File: src/rtl/riscv_clint_mh.sv
// Multi-hart RISC-V core-local interruptor: shared mtime with prescaler,
// per-hart mtimecmp and MSIP, single-cycle registered read/write port.
module riscv_clint_mh #(
   parameter int NHARTS   = 4,
   parameter int TICK_DIV = 1
) (
   input  logic              clk,
   input  logic              rst,
   input  logic [31:0]       addr,
   input  logic              req,
   input  logic              wren,
   output logic              gnt,
   input  logic [63:0]       wdata,
   input  logic [7:0]        wstrb,
   output logic [63:0]       rdata,
   output logic              rvalid,
   output logic [63:0]       out_mtime,
   output logic [NHARTS-1:0] out_MTIP,
   output logic [NHARTS-1:0] out_MSIP
);

   localparam logic [15:0] LP_PRE_MAX    = 16'(TICK_DIV - 1);
   localparam logic [31:0] LP_CMP_BASE   = 32'h0000_4000;
   localparam logic [31:0] LP_MTIME_ADDR = 32'h0000_BFF8;

   logic [63:0]       r_mtime;
   logic [15:0]       r_prescale;
   logic [63:0]       r_mtimecmp [NHARTS];
   logic [NHARTS-1:0] r_msip;
   logic [NHARTS-1:0] r_mtip;
   logic [63:0]       r_rdata;
   logic              r_rvalid;

   logic [31:0] w_dw;
   logic        w_wr;
   logic        w_mtime_wr;
   logic [63:0] w_mask;
   logic [63:0] w_rd;
   logic        w_unused_addr;

   assign w_dw          = {addr[31:3], 3'b000};
   assign w_unused_addr = ^addr[2:0];
   assign w_wr          = req & wren;
   assign w_mtime_wr    = w_wr & (w_dw == LP_MTIME_ADDR) & (|wstrb);

   // NOTE: every combinational output gets a default first so no path leaves it unassigned (no latch).
   always_comb begin
      w_mask = '0;
      for (int b = 0; b < 8; b++) begin
         w_mask[8*b +: 8] = {8{wstrb[b]}};
      end
   end

   // Read mux; unmapped doublewords and absent harts fall through to zero.
   always_comb begin
      w_rd = '0;
      for (int h = 0; h < NHARTS; h++) begin
         if (w_dw == 32'((h / 2) * 8)) begin
            if (h % 2 == 0) w_rd[0]  = r_msip[h];
            else            w_rd[32] = r_msip[h];
         end
         if (w_dw == LP_CMP_BASE + 32'(h * 8)) begin
            w_rd = r_mtimecmp[h];
         end
      end
      if (w_dw == LP_MTIME_ADDR) begin
         w_rd = r_mtime;
      end
   end

   // NOTE: state registers use non-blocking assignments so every update sees pre-edge values.
   always_ff @(posedge clk) begin
      if (rst) begin
         r_mtime    <= '0;
         r_prescale <= '0;
         // NOTE: mtimecmp must be reset (to all-ones) so no hart sees a spurious timer interrupt.
         for (int h = 0; h < NHARTS; h++) begin
            r_mtimecmp[h] <= '1;
         end
         r_msip   <= '0;
         r_mtip   <= '0;
         r_rdata  <= '0;
         r_rvalid <= 1'b0;
      end else begin
         r_rvalid <= req;
         if (req) begin
            r_rdata <= w_rd;
         end

         for (int h = 0; h < NHARTS; h++) begin
            r_mtip[h] <= (r_mtime >= r_mtimecmp[h]);
         end

         // A software write to mtime wins over the tick and restarts the prescaler.
         if (w_mtime_wr) begin
            r_mtime    <= (r_mtime & ~w_mask) | (wdata & w_mask);
            r_prescale <= '0;
         end else if (r_prescale == LP_PRE_MAX) begin
            r_prescale <= '0;
            r_mtime    <= r_mtime + 64'd1;
         end else begin
            r_prescale <= r_prescale + 16'd1;
         end

         for (int h = 0; h < NHARTS; h++) begin
            if (w_wr && (w_dw == LP_CMP_BASE + 32'(h * 8))) begin
               r_mtimecmp[h] <= (r_mtimecmp[h] & ~w_mask) | (wdata & w_mask);
            end
            if (w_wr && (w_dw == 32'((h / 2) * 8))) begin
               if (h % 2 == 0) begin
                  if (wstrb[0]) r_msip[h] <= wdata[0];
               end else begin
                  if (wstrb[4]) r_msip[h] <= wdata[32];
               end
            end
         end
      end
   end

   assign gnt       = 1'b1;
   assign rdata     = r_rdata;
   assign rvalid    = r_rvalid;
   assign out_mtime = r_mtime;
   assign out_MTIP  = r_mtip;
   assign out_MSIP  = r_msip;

endmodule

File: config.mk
export PLATFORM = sky130hd
export DESIGN_NAME = riscv_clint_mh
export DESIGN_NICKNAME = d
export VERILOG_FILES = /design/src/rtl/riscv_clint_mh.sv
export SDC_FILE = /design/constraint.sdc
export NUM_CORES = 1
export LEC_CHECK = 0
export ABC_AREA = 1
export CORE_ASPECT_RATIO = 1.5
export CORE_MARGIN = 2
export CORE_UTILIZATION = 50
export CTS_CLUSTER_DIAMETER = 60
export DETAILED_ROUTE_END_ITERATION = 10
export MAX_ROUTING_LAYER = met4
export PLACE_DENSITY = 0.69
export SLEW_MARGIN = 10
export SYNTH_ARGS = -nofsm -noshare
export SYNTH_HDL_FRONTEND = slang
export SYNTH_SLANG_ARGS = --single-unit
File: constraint.sdc
create_clock -name clk -period 15.2 [get_ports clk]
set_input_delay 3.04 -clock clk [delete_from_list [all_inputs] [get_ports clk]]
set_output_delay 3.04 -clock clk [all_outputs]
set_load 0.02 [all_outputs]
Yosys cells after proc, flatten, opt, wreduce, memory -nomap -nowiden:

Memory sizes are Yosys's and may differ from the RTL's.
Index checks and enable logic that the tools add are counted.

* bitwise operators: 19
* muxes and demuxes: 29
* $add $sub $neg: 2
* $lt $le $gt $ge: 4
* eq/ne operators: 6
* reduce and logical (&&, ||, !) cells: 15

Operators by type and width (count)
* 64-bit 2-to-1 mux: 11
* 64-bit bitwise AND: 6
* 64-bit bitwise OR: 5
* 64-bit >= comparator: 4
* 29-bit by 12-bit == test with 1-bit output, second input constant: 4
* 64-bit by 1-bit adder with 64-bit output, second input constant: 1
* 64-bit inverter: 1
* 32-bit zero test: 1
* 29-bit by 1-bit == test with 1-bit output, second input constant: 1
* 29-bit by 13-bit == test with 1-bit output, second input constant: 1
* 1-bit 2-to-1 mux: 18
* 16-bit by 1-bit adder with 16-bit output, second input constant: 1
* 16-bit zero test: 1
* 2-bit AND reduction: 4
* 8-bit OR reduction: 1
* 1-bit logical AND: 6
* 1-bit bitwise OR: 4
* 1-bit bitwise AND: 3
* 3-bit OR reduction: 1
* 2-bit nonzero test: 1

* output and inout bits: 138
* register bits after elaboration: 153
* memories kept: 1
* input port bits: 108
* RAM bits: 256

Memory list
* r_mtimecmp: words 4, bits a word 64, rd ports 4, clocked after Yosys merged registers in 0, write ports 4, RTL line 28 `logic [63:0] r_mtimecmp [NHARTS];`

Depth between registers and ports, before layout:

Gate-level depths: netlist of run 1.

* word-level depth: 10
* mapped depth: 15
* depth with buffers taken out: 15

Least setup slack after synthesis of run 1:

No wires, ideal clock.

* path type: input port to flip-flop
* start: input addr[18]
* end: memory r_mtimecmp[1][0], enable pin
* path slack: 6077 ps
* data required time: 14626 ps
* data arrival time: 8549 ps
* stages on the path: 8
* buffers on the path: 1
* cell sequence: nor2_1 nand2_1 inv_1 nand2_1 nor2_1 nand2_1 clkbuf_1 o21ai_0

RTL lines
* start: declaration: RTL line 9 `input logic [31:0] addr,`
* end: declaration: RTL line 28

==> results.cfg, run 1 <==
[timing]
fin_crit_sh_pct = 39.3
period_needed_ps = 5970
clock_skew_ps = 17.5
setup_tns_ps = 0
setup_viol = 0
fmax_mhz = 168
hold_violations = 0
rsz0062_at_grt = false
maxSlewViolCount = 0
slew_headroom_pct = 26.5
worstMarginPinSlew_ps = 1100

[finish]
fill_cells = 5229
utilization_pct = 58.5
diodes = 0
areaGrowthSynthToFinish_pct = 16.0
finalNetCount = 4163
drive_above_1_share_pct = 3.47
instances_no_fill = 4525

[routing]
wl_per_cell_um = 20.8
via_per_inst = 5.78
vias = 26100
drt_wl_total_um = 94200
drc = 0
drt-initial-drc-count = 1910
ant_nets = 0
dr.pass1.iters = 5

[synthesis]
yosysWarnings = 0
syn-cell-area_um2 = 27600
avgSynthCellArea_um2 = 7.63
synthCells = 3615
seq_area_frac_synth_pct = 39.0
synth.distinct_cells = 39
synth_seq_cells = 409
syn_nets = 3982

[floorplan]
start_util_pct = 50.5
die_w_um = 196
io_pins = 246
core_area_um2 = 54700
rows = 105
die_area_um2 = 57100
die_h_um = 292

[grt]
antenna_found_initial = 0
grt_usage_pct = 33.8
grt_pass1_vias = 25800
overflow = 0
grt_pass1_wl_um = 145000
grt_max_degree = 69

[cts]
cts_tree = built
post-cts-setup-buffers = 0
clock_sinks = 409
ctsRootBufferMaster = clkbuf_16
cts.path.max_buffers = 3
ctsHoldBuffers = 0
clk_latency_ps = 590
cts.clk_slew.worst_paths_ps = 60
htree_levels = 2
cts_resized = 0
cts_made_buffers = 44

[power_and_ir_drop]
p_sw_mw = 0.554
swShare_pct = 23.4
seqPwrFrac_pct = 49.7
pwr-share-clk_pct = 45.2
internal-power_mw = 1.82
vdd_drop_max_mv = 0.0752
p_leak_nw = 13.9
pwr-share-comb_pct = 5.1
power.density_nw_per_um2 = 74.2

[worst_setup_path]
cpMaxStageDelayCell = buf_4
cp_max_fo = 68
slowest_delay_ps = 830
crit_required_ps = 15650
cp-start-kind = input pin
crit_path_end_kind = register
path_class = in2reg
cp_cell_sequence = clkdlybuf4s50_1 > nor2_1 > nand2_1 > nor2_1 > nand2_2 > buf_4 > nor3_4 > buf_4 > nand4_1 > nand2_1 > inv_2 > nand3_1 > a21oi_1
arrival_ps = 6420

[placed_design]
gp_congestion = 1.04
dp_hpwl_um = 67000
dp.cells = 4445
port_buffers = 241

[status]
outcome = finished, final reports clean

[job]
max-cap-violations = 0

[min_path]
hold_class = reg2reg
==> cell type report <==
class                      count  area, um^2  share of cell area, %
clock buffer                  70        1310                   4.10
clock inverter                10        71.3                  0.223
inverter                     457        1720                   5.36
multi-input combinational   2604       14600                   45.6
sequential                   409       10800                   33.6
tap                          695         870                   2.72
timing repair buffer         280        2690                   8.42
==> layout by cell type, fill, tap and decap left out, types with 4 or more instances in the layout <==
master and instances:
inv_2 4, clkdlybuf4s50_1 238, or2_2 9, nor3b_1 4, edfxtp_1 256, nand2_1 893
clkinv_1 7, a21oi_1 251, nor3_4 7, xnor2_1 7, nand3_1 216, inv_1 451
xor2_1 20, nor3_1 114, nor2_1 278, o21ai_4 5, clkbuf_1 17, nand2_2 5
nand4_1 64, buf_4 40, o21ai_0 179, ha_1 259, dfxtp_1 153, nor4_1 11
o21a_1 5, clkbuf_16 46, nand3b_1 5, o211ai_1 255, clkbuf_8 7
==> power by group through the flow <==
stage	sequential, mW	combinational [mW]	clock (mW)
floorplan	1.21	0.0517	0
global placement	1.20	0.119	0
detailed placement	1.20	0.119	0
CTS	1.18	0.120	1.08
global route	1.18	0.128	1.12
finish	1.18	0.120	1.07
==> logic make-up (layout without fill, tap and decap cells) <==
kind of cell | after synthesis | in the layout | synth area share (%)
xor+xnor | 27 | 27 | 0.858
buf+inv | 602 | 817 | 8.43
fa+ha+maj | 259 | 259 | 11.8
other cells | 1 | 1 | 0.0136
flops | 409 | 409 | 39.0
compound gates | 706 | 706 | 15.3
simple gates | 1611 | 1611 | 24.7
==> path summary, 6_finish.rpt <==
path,slack (ps),depth (start not counted),startpoint,to
max,9230,13,addr[24],register
min,460,2,rdata[14],rdata[14]
max reg2reg,12040,10,register,register
min reg2reg,460,2,rdata[14],rdata[14]
==> critical path, delay by kind of cell <==
family,cells,cell delay [ps]
AO/OA/AOI/OAI,1,70
buffers and inverters,4,1780
AND/OR/NAND/NOR,8,1490
==> per-stage QoR <==
stage,hold WS [ps],setup WS (ps),total power [mW],cell area [um^2]
after floorplan,430,6080,1.26,27600
after global placement,450,8660,1.32,30600
after detailed placement,454,8660,1.32,30600
after CTS,464,9250,2.38,32000
after global routing,476,9000,2.43,32000
final,462,9230,2.37,32000
==> synth_stat cells, drive strengths merged <==
library cell / count / area, um^2
nand3: 217 / 1090
dfxtp: 153 / 3060
and2: 3 / 18.8
a211oi: 2 / 15.0
xor2: 20 / 175
clkinv: 2 / 7.51
nor2: 278 / 1040
nor3b: 4 / 30.0
conb: 1 / 3.75
o21ai: 187 / 951
o21bai: 1 / 7.51
nor3: 122 / 676
ha: 259 / 3240
xnor2: 7 / 61.3
a21o: 3 / 22.5
buf: 53 / 263
o211ai: 255 / 1910
nand3b: 5 / 37.5
a31oi: 1 / 6.26
a21oi: 251 / 1260
a21boi: 1 / 7.51
nor4: 11 / 68.8
clkbuf: 92 / 345
inv: 455 / 1710
nand4: 64 / 400
nand2: 898 / 3380
or2: 9 / 56.3
edfxtp: 256 / 7690
o21a: 5 / 37.5
==> metal layers <==
layer  global-route usage, %  part of all wire, %  vias up
li1                        -                    -    12700
met1                    37.9                   39    12300
met2                    59.9                   51      854
met3                    3.06                  4.4      248
met4                    17.0                  5.4        0
met5                       -                    0        -
(Power assumes the default switching activity.)
==> inputs of run 2 (changes only) <==
--- a/config.mk
+++ b/config.mk
@@ -12,7 +12,7 @@
 export CTS_CLUSTER_DIAMETER = 60
 export DETAILED_ROUTE_END_ITERATION = 10
 export MAX_ROUTING_LAYER = met4
-export PLACE_DENSITY = 0.69
+export PLACE_DENSITY = 0.71
 export SLEW_MARGIN = 10
 export SYNTH_ARGS = -nofsm -noshare
 export SYNTH_HDL_FRONTEND = slang
==> constraint.sdc (replaced) <==
create_clock -name clk -period 5.45 [get_ports clk]
set_input_delay 1.09 -clock clk [delete_from_list [all_inputs] [get_ports clk]]
set_output_delay 1.09 -clock clk [all_outputs]
set_load 0.02 [all_outputs]
==> run 2 against run 1 <==
Net effect:
- flip-flop and latch count stayed put
- critical path type unchanged
- worst hold slack is essentially flat
- via count up 0.55%
- sequential power rose to 2.8 times the previous value
- global-route usage up 0.29 points
- power grew to 2.9 times the previous value
- critical path depth shrank 1
- register-to-register slack got worse by 9800 ps
- first-iteration DRC count grew 1.9%
- clock skew grew 3.1 ps
- sequential share of layout area fell by 0.20 points
==> results.cfg, run 2 (same netlist as run 1, synthesis figures left out) <==
[status]
outcome = finished, final reports clean

[timing]
slew_headroom_pct = 21.6
rsz0062_at_grt = false
setup_tns_ps = 0
period_needed_ps = 3740
clock_skew_ps = 20.5
fmax_mhz = 268
fin_crit_sh_pct = 68.6
maxSlewViolCount = 0
hold_violations = 0
worstMarginPinSlew_ps = 1160
fin_ws_ps = 1710
setup_viol = 0

[worst_setup_path]
path_class = in2reg
r2r_slack_ps = 2270
cp_max_fo = 21
crit_required_ps = 5890
r2r_end = out_MTIP[3]
crit_path_end_kind = register
slowest_delay_ps = 450
arrival_ps = 4180
cp_cell_sequence = clkdlybuf4s50_1 > nor2_1 > nand2_1 > nor2_1 > nor2_1 > nand2_2 > buf_4 > nand2_2 > o21ai_4 > clkinv_1 > o21ai_0 > nor2_1
cp-start-kind = input pin
rr_worst_depth = 9
cpMaxStageDelayCell = clkdlybuf4s50_1
critPathMostFrequentCell = nor2_1

[cts]
ctsRootBufferMaster = clkbuf_16
clk_latency_ps = 590
cts_made_buffers = 45
post-cts-setup-buffers = 0
cts_tree = built
ctsHoldBuffers = 0
htree_levels = 2
cts.path.max_buffers = 3
clock_sinks = 409
cts.clk_slew.worst_paths_ps = 60
cts_resized = 0

[grt]
grt_usage_pct = 34.1
grt_max_degree = 67
grt_pass1_wl_um = 147000
antenna_found_initial = 0
overflow = 0
grt_pass1_vias = 25900

[floorplan]
start_util_pct = 50.5
die_w_um = 196
die_h_um = 292
die_area_um2 = 57100
io_pins = 246
rows = 105
core_area_um2 = 54700

[finish]
drive_above_1_share_pct = 3.91
mostFrequentLayoutCell = nand2_1
fill_cells = 5124
instances_no_fill = 4532
register_area_um2 = 10800
utilization_pct = 58.9
design_area_um2 = 32200
final_cell_mix = 893 x nand2_1, 451 x inv_1, 278 x nor2_1, 259 x ha_1, 256 x edfxtp_1
multiInputGateArea_um2 = 14600
diodes = 0
finalNetCount = 4169
areaGrowthSynthToFinish_pct = 16.7

[routing]
vias = 26300
wl_per_cell_um = 20.9
via_per_inst = 5.80
wl_met3_um = 4510
ant_nets = 0
drt-initial-drc-count = 1947
top_layer = met4
drc = 0
wl_met2_um = 49000
wl_met1_um = 36500
dr.pass1.iters = 5
drt_wl_total_um = 94800

[job]
max-cap-violations = 0

[placed_design]
dp.cells = 4450
placed_area_um2 = 30700
dp_hpwl_um = 69700
post-place-ws_ps = 1160
port_buffers = 241
gp_congestion = 1.04

[min_path]
hold_depth = 2
hold-path-endpoint = rdata[28]
hold_path_startpoint = rdata[28]
hold_class = reg2reg

[power_and_ir_drop]
power.density_nw_per_um2 = 211
p_leak_nw = 14.1
vdd_drop_max_mv = 0.262
-- run 2: cell count changes in the layout (fill, tap and decap cells not counted) --
cell	previous run	this run
clkbuf_8	7	10
clkinv_1	7	5
clkinv_2	3	5
bufinv_16	1	2
clkbuf_1	17	9
inv_8	0	1
inv_6	0	3
buf_4	40	43
buf_12	0	2
clkbuf_16	46	48
-- run 2: worst max-delay path by stage --
stage          slack (ps)                to     start
2_1_floorplan           6  r_mtimecmp[1][0]  addr[18]
3_3_place_gp         1200          register  addr[24]
3_5_place_dp         1160          register  addr[20]
4_1_cts              1760          register  addr[24]
5_1_grt              1570          register  addr[24]
6_report             1710          register  wstrb[5]
-- run 2: final cells by class --
type	count	area share (%)
Clock buffer	67	4.27
Clock inverter	15	0.439
Inverter	457	5.33
Multi-Input combinational cell	2604	45.3
Sequential cell	409	33.4
Tap cell	695	2.70
Timing Repair Buffer	285	8.56
-- run 2: report_power, final --
part / switching (mW) / internal (mW)
registers: 0.00805 / 3.28
clock network: 1.33 / 1.84
logic: 0.239 / 0.0991
-- run 2: stage by stage --
stage	hold slack, ps	power, mW
after global routing	480	6.95
after CTS	462	6.83
after floorplan	430	3.51
final	462	6.80
after global placement	444	3.69
after detailed placement	453	3.69
-- run 2: worst max-delay path: cells and delay by family --
family          cells  cell delay (ps)
buf+inv             3             1050
compound gates      2              460
simple gates        7             1560
-- run 2: layer usage --
metal	track usage (%)	vias to the layer above
li1	-	12700
met1	38.7	12500
met2	60.4	861
met3	3.00	233
met4	16.3	0
met5	-	-
==> inputs of run 3 (changes only) <==
==> constraint.sdc (replaced) <==
create_clock -name clk -period 3.2 [get_ports clk]
set_input_delay 0.64 -clock clk [delete_from_list [all_inputs] [get_ports clk]]
set_output_delay 0.64 -clock clk [all_outputs]
set_load 0.02 [all_outputs]
==> run 3 against run 2 <==
Net effect:
- clock skew fell by 2.7 ps
- final cell count rose by 1.6%
- clock power rose by 76%
- largest power group unchanged
==> results.cfg, run 3 (same netlist as run 1, synthesis figures left out) <==
[cts]
cts.path.max_buffers = 3
post-cts-setup-buffers = 0
cts_resized = 0
ctsRootBufferMaster = clkbuf_16
cts.clk_slew.worst_paths_ps = 60
clock_sinks = 409
clk_latency_ps = 580
htree_levels = 2
cts_tree = built
cts_made_buffers = 44
ctsHoldBuffers = 0

[timing]
fin_ws_ps = 549
period_needed_ps = 2650
worstMarginPinSlew_ps = 901
maxSlewViolCount = 0
fmax_mhz = 377
clock_skew_ps = 17.8
setup_viol = 0
hold_violations = 0
rsz0062_at_grt = false
slew_headroom_pct = 40.0
fin_crit_sh_pct = 82.8
setup_tns_ps = 0

[grt]
grt_max_degree = 66
overflow = 0
antenna_found_initial = 0
grt_pass1_vias = 26200
grt_pass1_wl_um = 147000
grt_usage_pct = 34.0

[min_path]
hold_class = in2reg

[routing]
drc = 0
drt_wl_total_um = 94400
vias = 26500
wl_per_cell_um = 20.5
drt-initial-drc-count = 1837
dr.pass1.iters = 5
ant_nets = 0
via_per_inst = 5.76

[job]
max-cap-violations = 0

[finish]
areaGrowthSynthToFinish_pct = 19.9
mostFrequentLayoutCell = nand2_1
design_area_um2 = 33100
finalNetCount = 4242
final_cell_mix = 893 x nand2_1, 451 x inv_1, 278 x nor2_1, 259 x ha_1, 256 x edfxtp_1
drive_above_1_share_pct = 5.68
diodes = 0

[floorplan]
io_pins = 246
core_area_um2 = 54700
die_w_um = 196
die_area_um2 = 57100
rows = 105
die_h_um = 292
start_util_pct = 50.5

[worst_setup_path]
path_class = reg2out
crit_buf_inv = 1
crit_required_ps = 2560
cp_cell_sequence = clkdlybuf4s50_1
crit_family = buffers and inverters
cp_max_fo = 10
cp-start-kind = register
cpMaxStageDelayCell = clkdlybuf4s50_1
crit_path_end_kind = output port
slowest_delay_ps = 720
arrival_ps = 2010
r2r_slack_ps = 600

[status]
outcome = finished, final reports clean

[power_and_ir_drop]
power.density_nw_per_um2 = 357
total_power_mw = 11.8
p_leak_nw = 14.5
vdd_drop_max_mv = 0.318

[placed_design]
dp_hpwl_um = 70500
post-place-ws_ps = 27.0
port_buffers = 241
placed_area_um2 = 31500
gp_congestion = 1.13
run 3: cell count changes in the layout (fill, tap and decap cells not counted), sizes merged:
cell      before  now
inv          459  455
buf           47  121
clkinv        10   17
bufinv         2    7
clkinvlp       1    0
clkbuf        67   58
run 3: final timing paths:
kind,start,end,cells after the start
max,register,out_mtime[32],1
min reg2reg,rdata[63],rdata[63],2
min,rst,out_MSIP[2],2
max reg2reg,register,out_MTIP[3],9
run 3: metal layers:
layer	global-route usage, %	vias up	share of wire, %	routed length (um)
li1	-	12900	-	-
met1	38.1	12600	39	36500
met2	60.8	853	52	48900
met3	2.91	241	4.3	4020
met4	16.8	0	5.3	4980
met5	-	-	0	0
run 3: layout make-up:
class / count / area (um^2)
clock buffer: 58 / 1260
clock inverter: 22 / 278
fill: 5054 / 21600
inverter: 457 / 1720
multi-input combinational: 2604 / 14600
sequential: 409 / 10800
tap: 695 / 870
timing repair buffer: 359 / 3620
run 3: metrics by stage:
stage | hold slack, ps | utilization (%) | cells
finish | 378 | 60.5 | 4604
global route | 383 | 60.5 | 4604
CTS | 370 | 60.5 | 4604
detailed placement | 456 | 57.7 | 4524
global placement | 444 | 57.7 | 4524
floorplan | 430 | - | 3615
run 3: power by group:
part / switching, mW / internal [mW]
combinational: 0.423 / 0.191
clock: 2.27 / 3.32
sequential: 0.00701 / 5.58
total: 2.70 / 9.09
